## src/rtl/fp_normround.sv

```systemverilog
// rtl/fp_normround.sv - post-adder normalize and round-to-nearest-even stage, two registered stages
module fp_normround #(
    parameter int LOG_BIT = 5,
    parameter int EXP_BIT = 8,
    parameter int N_BIT   = 1 << LOG_BIT,
    parameter int MAN_BIT = N_BIT - EXP_BIT - 1
) (
    input  logic               clk,
    input  logic               rst,
    input  logic               in_valid,
    output logic               in_ready,
    input  logic               in_sign,
    input  logic [EXP_BIT-1:0] in_exp,
    input  logic [MAN_BIT+1:0] in_man,
    input  logic               in_guard,
    input  logic               in_sticky,
    output logic               out_valid,
    input  logic               out_ready,
    output logic [N_BIT-1:0]   out
);
    localparam int LZ_W = $clog2(MAN_BIT + 2);
    localparam logic [EXP_BIT-1:0] EXP_ONES = '1;
    localparam logic [EXP_BIT:0]   EXP_ONE  = (EXP_BIT+1)'(1);

    logic               s1_valid;
    logic               s1_sign;
    logic               s1_special;
    logic               s1_guard;
    logic               s1_sticky;
    logic [EXP_BIT:0]   s1_exp;
    logic [MAN_BIT:0]   s1_man;
    logic               s2_valid;

    logic s1_adv;
    logic s2_adv;

    assign s2_adv    = !s2_valid || out_ready;
    assign s1_adv    = !s1_valid || s2_adv;
    assign in_ready  = s1_adv;
    assign out_valid = s2_valid;

    // Leading zeros counted down from the hidden-bit position; the highest set bit wins.
    logic [LZ_W-1:0] lz;
    always_comb begin
        lz = LZ_W'(MAN_BIT + 1);
        for (int i = 0; i <= MAN_BIT; i++) begin
            if (in_man[i]) lz = LZ_W'(MAN_BIT - i);
        end
    end

    logic               n_special;
    logic               n_guard;
    logic               n_sticky;
    logic [EXP_BIT:0]   n_exp;
    logic [MAN_BIT:0]   n_man;
    logic [EXP_BIT:0]   lz_e;
    logic [EXP_BIT:0]   exp_m1;
    logic [EXP_BIT:0]   shift;
    logic [MAN_BIT+1:0] shifted;

    assign lz_e   = (EXP_BIT+1)'(lz);
    assign exp_m1 = {1'b0, in_exp} - EXP_ONE;

    always_comb begin
        n_special = 1'b0;
        n_exp     = {1'b0, in_exp};
        n_man     = in_man[MAN_BIT:0];
        n_guard   = in_guard;
        n_sticky  = in_sticky;
        shift     = '0;
        shifted   = '0;
        if (in_exp == EXP_ONES) begin
            n_special = 1'b1;
        end else if (in_man[MAN_BIT+1]) begin
            n_man    = in_man[MAN_BIT+1:1];
            n_exp    = {1'b0, in_exp} + EXP_ONE;
            n_guard  = in_man[0];
            n_sticky = in_guard | in_sticky;
        end else if (in_man == '0 && !in_guard && !in_sticky) begin
            n_exp = '0;
        end else begin
            // Shift is capped so the exponent never drops below 1; guard feeds the first vacated bit.
            if (in_exp != '0) shift = (lz_e < exp_m1) ? lz_e : exp_m1;
            shifted = {in_man[MAN_BIT:0], in_guard} << shift;
            n_man   = shifted[MAN_BIT+1:1];
            n_guard = shifted[0];
            n_exp   = {1'b0, in_exp} - shift;
            if (!n_man[MAN_BIT]) n_exp = '0;
        end
    end

    always_ff @(posedge clk) begin
        if (rst) begin
            s1_valid <= 1'b0;
        end else if (s1_adv) begin
            s1_valid <= in_valid;
            if (in_valid) begin
                s1_sign    <= in_sign;
                s1_special <= n_special;
                s1_exp     <= n_exp;
                s1_man     <= n_man;
                s1_guard   <= n_guard;
                s1_sticky  <= n_sticky;
            end
        end
    end

    logic               round_up;
    logic [MAN_BIT+1:0] sum;
    logic [EXP_BIT:0]   r_exp;
    logic [N_BIT-1:0]   packed_word;

    always_comb begin
        round_up    = s1_guard & (s1_sticky | s1_man[0]);
        sum         = {1'b0, s1_man} + (MAN_BIT+2)'(round_up);
        r_exp       = s1_exp;
        packed_word = '0;
        if (s1_special) begin
            packed_word = {s1_sign, EXP_ONES, s1_man[MAN_BIT-1:0]};
        end else begin
            // A carry out of the hidden bit leaves the fraction field all-zero.
            if (sum[MAN_BIT+1]) r_exp = s1_exp + EXP_ONE;
            else if (s1_exp == '0 && sum[MAN_BIT]) r_exp = EXP_ONE;
            if (r_exp >= {1'b0, EXP_ONES}) packed_word = {s1_sign, EXP_ONES, {MAN_BIT{1'b0}}};
            else packed_word = {s1_sign, r_exp[EXP_BIT-1:0], sum[MAN_BIT-1:0]};
        end
    end

    always_ff @(posedge clk) begin
        if (rst) begin
            s2_valid <= 1'b0;
            out      <= '0;
        end else if (s2_adv) begin
            s2_valid <= s1_valid;
            if (s1_valid) out <= packed_word;
        end
    end
endmodule

```

## config.mk

```make
export PLATFORM = sky130hd
export DESIGN_NAME = fp_normround
export DESIGN_NICKNAME = d
export VERILOG_FILES = /design/src/rtl/fp_normround.sv
export SDC_FILE = /design/constraint.sdc
export NUM_CORES = 1
export LEC_CHECK = 0
export CORE_ASPECT_RATIO = 1.2
export CORE_UTILIZATION = 30
export CTS_BUF_LIST = sky130_fd_sc_hd__clkbuf_4 sky130_fd_sc_hd__clkbuf_8
export DETAILED_ROUTE_END_ITERATION = 10
export DONT_BUFFER_PORTS = 1
export PLACE_DENSITY = 0.47
export SYNTH_ARGS = -nofsm -noshare
export SYNTH_HDL_FRONTEND = slang
export SYNTH_SLANG_ARGS = --single-unit
```

## constraint.sdc

```tcl
create_clock -name clk -period 9.1 [get_ports clk]
set_input_delay 1.365 -clock clk [delete_from_list [all_inputs] [get_ports clk]]
set_output_delay 1.365 -clock clk [all_outputs]
set_load 0.01 [all_outputs]
```

Yosys cells after proc, flatten, opt, wreduce, memory -nomap -nowiden

Index checks and enable logic that the tools add are counted.

Input port bits: 40
Word-level logic and storage cells: 84
Flip-flop bits (word level): 71
Output and inout bits: 34

Shifts and indexed selects: 1
Bitwise logic cells: 4
Magnitude comparators: 2
Multiplexer cells: 47
Add/sub/neg operators: 5
Equal/unequal tests: 1
Reduce and logical (&&, ||, !) cells: 14

Operator list:

| operator                                                                            | count |
|---|---|
| 5-bit 2-to-1 mux                                                                    | 23 |
| 9-bit 2-to-1 mux                                                                    | 11 |
| 24-bit 2-to-1 mux                                                                   | 3 |
| 31-bit 2-to-1 mux                                                                   | 2 |
| 24-bit by 1-bit adder with 25-bit output                                            | 1 |
| 25-bit zero test                                                                    | 1 |
| 25-bit by 9-bit left shift with 25-bit output                                       | 1 |
| 8-bit by 1-bit adder with 9-bit output, second input constant                       | 1 |
| 9-bit by 1-bit adder with 9-bit output, second input constant                       | 1 |
| 9-bit by 8-bit greater-or-equal comparator with 1-bit output, second input constant | 1 |
| 9-bit zero test                                                                     | 1 |
| 5-bit by 9-bit less-than comparator with 1-bit output                               | 1 |
| 8-bit by 1-bit subtractor with 9-bit output, second input constant                  | 1 |
| 8-bit by 9-bit subtractor with 9-bit output                                         | 1 |
| 8-bit equality test, second input constant                                          | 1 |
| 8-bit 2-to-1 mux                                                                    | 1 |
| 8-bit nonzero test                                                                  | 1 |
| 1-bit 2-to-1 mux                                                                    | 6 |
| 1-bit zero test                                                                     | 4 |
| 4-bit 2-to-1 mux                                                                    | 1 |
| 1-bit logical AND                                                                   | 3 |
| 3-bit AND reduction                                                                 | 1 |
| 1-bit logical OR                                                                    | 2 |
| 1-bit OR                                                                            | 2 |
| other kinds (3)                                                                     | 3 |

Depth between registers and ports, before layout

Depth after elaboration: 35
Depth in mapped cells: 26
Mapped depth without buffers: 22

Worst setup path before layout

Ideal clock, no wire load.

Kind: input to register
Start point: input in_exp[0]
End point: register s1_exp[7], data pin
Setup slack: 3.112 ns
Data arrival time: 5.721 ns
Required time: 8.833 ns
Library setup time: 0.267 ns
Stages: 25
Buffers on the path: 4
Path through: clkbuf_1 > inv_1 > ha_1 > xnor2_1 > ha_1 > a21oi_1 > o21ai_0 > a21oi_1 > o21ai_1 > o21a_2 > mux2_1 > buf_4 > inv_2 > buf_6 > buf_2 > ha_1 > nor2b_1 > o21ai_0 > nand2b_1 > a21o_1 > a21o_1 > a21o_1 > a21oi_1 > xor2_1 > o21ai_1

Cells in the longest elaborated chain, start to end: 12
Elaborated cells on any way between the ends: 16
Classes of those cells: add/sub (3); order compare (1); eq/ne (1); shift (1); mux (9); reduce/logical (1)

RTL lines:

| item                                                                                                                | RTL line | text |
|---|---|---|
| start: declaration                                                                                                  | 13       | `input logic [EXP_BIT-1:0] in_exp,` |
| 8-bit by 1-bit subtractor with 9-bit output                                                                         | 62       | `assign exp_m1 = {1'b0, in_exp} - EXP_ONE;` |
| 5-bit by 9-bit less-than comparator with 1-bit output                                                               | 83       | `if (in_exp != '0) shift = (lz_e < exp_m1) ? lz_e : exp_m1;` |
| 9-bit 2-to-1 mux (2 in a row)                                                                                       | 83       |  |
| 9-bit 2-to-1 mux                                                                                                    | 79       | `end else if (in_man == '0 && !in_guard && !in_sticky) begin` |
| 9-bit 2-to-1 mux                                                                                                    | 74       | `end else if (in_man[MAN_BIT+1]) begin` |
| 9-bit 2-to-1 mux                                                                                                    | 72       | `if (in_exp == EXP_ONES) begin` |
| 8-bit by 9-bit subtractor with 9-bit output / 25-bit by 9-bit left shift with 25-bit output (equally long branches) | 87, 84   |  |
| 9-bit 2-to-1 mux                                                                                                    | 88       | `if (!n_man[MAN_BIT]) n_exp = '0;` |
| 9-bit 2-to-1 mux                                                                                                    | 79       |  |
| 9-bit 2-to-1 mux                                                                                                    | 74       |  |
| 8-bit 2-to-1 mux *                                                                                                  | 72       |  |
| named net n_exp[7]                                                                                                  | 54       | `logic [EXP_BIT:0] n_exp;` |
| end signal: assignment                                                                                              | 100      | `s1_exp <= n_exp;` |
| end: declaration                                                                                                    | 30       | `logic [EXP_BIT:0] s1_exp;` |

Mark *: on every way through the listed nets, which the timed path passes. The rest lies on a longest branch. The select of a mux whose other input is x is not followed.
A chain may end at the register's enable or synchronous reset.

Worst setup path after layout

Start point: input in_man[7]
End point: register s1_exp[7], data pin

Cells in the longest elaborated chain, start to end: 28
Elaborated cells on any way between the ends: 32
Classes of those cells: add/sub (1); order compare (1); shift (1); mux (26); reduce/logical (3)

RTL lines:

| item                                                                                                                | RTL line | text |
|---|---|---|
| start: declaration                                                                                                  | 14       | `input logic [MAN_BIT+1:0] in_man,` |
| 5-bit 2-to-1 mux (17 in a row)                                                                                      | 47       | `if (in_man[i]) lz = LZ_W'(MAN_BIT - i);` |
| 5-bit by 9-bit less-than comparator with 1-bit output                                                               | 83       |  |
| 9-bit 2-to-1 mux (2 in a row)                                                                                       | 83       |  |
| 9-bit 2-to-1 mux                                                                                                    | 79       |  |
| 9-bit 2-to-1 mux                                                                                                    | 74       |  |
| 9-bit 2-to-1 mux                                                                                                    | 72       |  |
| 8-bit by 9-bit subtractor with 9-bit output / 25-bit by 9-bit left shift with 25-bit output (equally long branches) | 87, 84   |  |
| 9-bit 2-to-1 mux                                                                                                    | 88       |  |
| 9-bit 2-to-1 mux *                                                                                                  | 79       |  |
| 9-bit 2-to-1 mux *                                                                                                  | 74       |  |
| 8-bit 2-to-1 mux *                                                                                                  | 72       |  |
| named net n_exp[7]                                                                                                  | 54       |  |

Marks and branches as above.

==> run metrics <==
DRT Pass-1 Iters=5; dpl cell area=a little over 0.006 mm^2; Residual DRC=0; Synth Instances=~730; endpoints failing setup=0; met2 GRT Util=29.7%; Row Count=56; final period utilization=between 70% and 80%; Power Internal=0.000532 W; Final Non-Filler Cells=967; via count=5481; largest net degree at the start of global routing=44; Leak=between 2 and 2.5 nW; max incr delay on CP=0.75 ns; CTS Hold Buffers Added=0; ANT cells=0; Unique masters post-synth=81; initial antenna violation count=0; post-synthesis sequential area ratio=29.6%; Final Critical Period=between 6 and 7 ns; CTS tree=done; die height=between 150 and 200 um; Clk pwr share=around a quarter; f_max=around 0.15 GHz; remaining antenna violation count=0; status=completed; Detailed Place HPWL=between 10 and 15 mm; cell chain of the critical path=or4_1, o21ai_0, nand2_1, a21boi_1, ha_1, a21oi_1, o21ai_0, a21oi_1, o21ai_1, o21a_2, mux2_1, inv_2, ha_1, nor2b_1, o21ai_0, nand2b_1, a21o_1, a21o_1, a21o_1, a21oi_1, xor2_1, o21ai_1; sequential power share=roughly half; Final Cell Area=roughly 0.0063 mm^2; fin. max-slew vios=0; Worst slew margin=a little under a quarter; Worst EP arrival=~6.7 ns; Maximum Capacitance Violations=0; Max FO, Critical Path=20; Net Switching=0.000239 W; Worst Setup Start Kind=primary input; Worst VDD drop=roughly 0.000062 V; Crit-path slowest cell=mux2_1; Cells after DPL=roughly 950; worst hold path type=register to register; Clock Root Buffer=clkbuf_8; Clk pin slew, worst setup/hold paths=approximately 0.070 ns; final setup TNS=0 ns; Synth warnings=0; Top FF cell, synth=edfxtp_1; M1 GR Usage=between 20% and 30%; Setup crit end kind=register; delay-heaviest family, CP=compound AO/OA/AOI/OAI gates; WL per Instance=19.7 um; Final Wtd Congestion=around 0.98; Yosys reg bits=71; Synth async-reset ratio=0%; Crit Path Class=primary input to register; Slew @ Worst Pin=1.16 ns; synthesis-to-finish area growth=4.47%; syn avg cell area=8.24 um^2; TritonCTS Buffers=9; number of global-route vias before repair=5294; core box area=~0.02 mm^2; Data required, critical path=9.18 ns; RSZ-0062 raised after global routing=false; latest clock arrival within the worst-skew pair=~0.34 ns; GR Util All Layers=roughly 18%; worst path bufs/invs=1; Starting Density=between 30% and 40%; total setup buffers inserted after CTS=0; Post-CTS Resized=0; Layout Skew=about 0.0055 ns; layout cells sized above 1=under 10%; Sw Share=between 30% and 40%; grt ovf=0; Post-synth EDFFs=37; grt peak-use layer=met2; Total Wirelength=19.0 mm; CTS H-tree lvls=3; initial DRC count=494; IO buf count=0; Horiz. Die Dim=~130 um; clk buf depth=2; met3 GRT Util=under 10%; Core Util, Final=approximately 32%; die area=roughly 0.021 mm^2; clk sink count=slightly above 70; Post-Syn Area=between 0.006 and 0.007 mm^2; Layout Nets=about 760; first-pass GRT wire length=slightly below 30 mm; pwr dens=roughly 120 mW/mm^2; final hold violations=0; I/O pin count=74; vias per cell=approximately 5.7; Comb power frac=around a quarter
==> logic make-up (layout without fill, tap and decap cells) <==
logic type,Yosys count,in the layout,share of synthesized area (%)
adders and majority gates,20,20,4.26
buffers and inverters,74,44,5.58
xor gates and xnor gates,40,40,5.79
DFF,71,71,29.6
other,1,3,0.0620
and+or+nand+nor,281,281,22.8
AOI/OAI and AO/OA,203,203,22.8
muxes,44,44,9.06
==> synthesized netlist by cell type (4+ instances only) <==
cell type | instances | share of area (%)
a211oi_1 | 6 | 0.74
a21o_1 | 9 | 1.1
a21oi_1 | 44 | 3.6
a221oi_1 | 11 | 1.6
a22oi_1 | 5 | 0.62
a311oi_1 | 7 | 1.0
a31oi_1 | 9 | 0.93
a32oi_1 | 5 | 0.72
and2_1 | 9 | 0.93
and3_1 | 20 | 2.1
buf_2 | 9 | 0.74
buf_6 | 6 | 1.1
clkbuf_1 | 31 | 1.9
dfxtp_1 | 34 | 11
edfxtp_1 | 37 | 18
ha_1 | 19 | 3.9
inv_1 | 20 | 1.2
mux2_2 | 8 | 1.5
mux2i_1 | 27 | 4.5
mux4_2 | 5 | 1.9
nand2_1 | 74 | 4.6
nand2b_1 | 6 | 0.62
nand3_1 | 32 | 2.6
nand4_1 | 13 | 1.3
nor2_1 | 71 | 4.4
nor2b_1 | 8 | 0.83
nor3_1 | 20 | 1.7
nor4_1 | 11 | 1.1
o211ai_1 | 6 | 0.74
o21ai_0 | 51 | 4.2
o21ai_1 | 4 | 0.33
o221ai_1 | 5 | 0.72
o31ai_1 | 6 | 0.74
xnor2_1 | 19 | 2.8
xor2_1 | 21 | 3.0
==> cells in the final DEF, fill, tap and decap left out, drive strengths merged, types with 21 or more instances in the layout <==
cell and instances:
a21oi 44, nor2 71, o21ai 55, xor2 21, nand3 32, nand2 75
mux2i 28, edfxtp 37, dfxtp 34, inv 23
==> path summary, 6_finish.rpt <==
path	startpoint	end	slack (ns)	cells past startpoint
max	in_man[7]	s1_exp[7]$_DFFE_PP_	2.52	22
min	out[20]$_SDFFE_PP0P_	out[20]$_SDFFE_PP0P_	0.51	2
max reg2reg	s1_man[5]$_DFFE_PP_	out[1]$_SDFFE_PP0P_	5.37	10
min reg2reg	out[20]$_SDFFE_PP0P_	out[20]$_SDFFE_PP0P_	0.51	2
==> power by group through the flow <==
stage                     sequential, W  clock (W)  combinational [W]
final                          0.000378   0.000200           0.000193
after global routing           0.000381   0.000222           0.000211
after CTS                      0.000378   0.000209           0.000192
after detailed placement       0.000386          0           0.000191
after global placement         0.000385          0           0.000192
after floorplan                0.000380          0           0.000157
==> worst reg2reg max path: cells and delay by family, from the launching register on <==
kind,cells,cell delay [ns]
flip-flops,1,0.42
AO/OA/AOI/OAI,2,1.10
AND/OR/NAND/NOR,7,1.94
XOR/XNOR,1,0.13
==> final cells by class <==
type                       instances  area, um^2
fill                            2105       13300
multi-input combinational        591        3930
sequential                        71        1790
tap                              261         327
clock buffer                       9         124
inverter                          24        90.1
clock inverter                     7        30.0
timing repair buffer               4        30.0
==> flip-flops by register name, indices dropped and copies added, names as in the netlist <==
register and flops:
s1_sign 1, s1_special 1, s1_valid 1, s1_man 24, s1_guard 1, out 32, out_valid 1, s1_sticky 1
s1_exp 9
==> routing by layer <==
metal,up-vias,routed length (um)
met5,-,0
met3,35,1390
met2,254,8530
met1,2525,8510
li1,2667,-
met4,0,587
==> metrics by stage <==
step | hold WS, ns | setup WS (ns) | total power, W
after floorplan | 0.471 | 3.11 | 0.000537
after global routing | 0.529 | 2.22 | 0.000813
final | 0.506 | 2.52 | 0.000771
after CTS | 0.511 | 2.63 | 0.000779
after global placement | 0.484 | 2.42 | 0.000577
after detailed placement | 0.502 | 2.27 | 0.000576
Power figures use the tool's default switching activity.
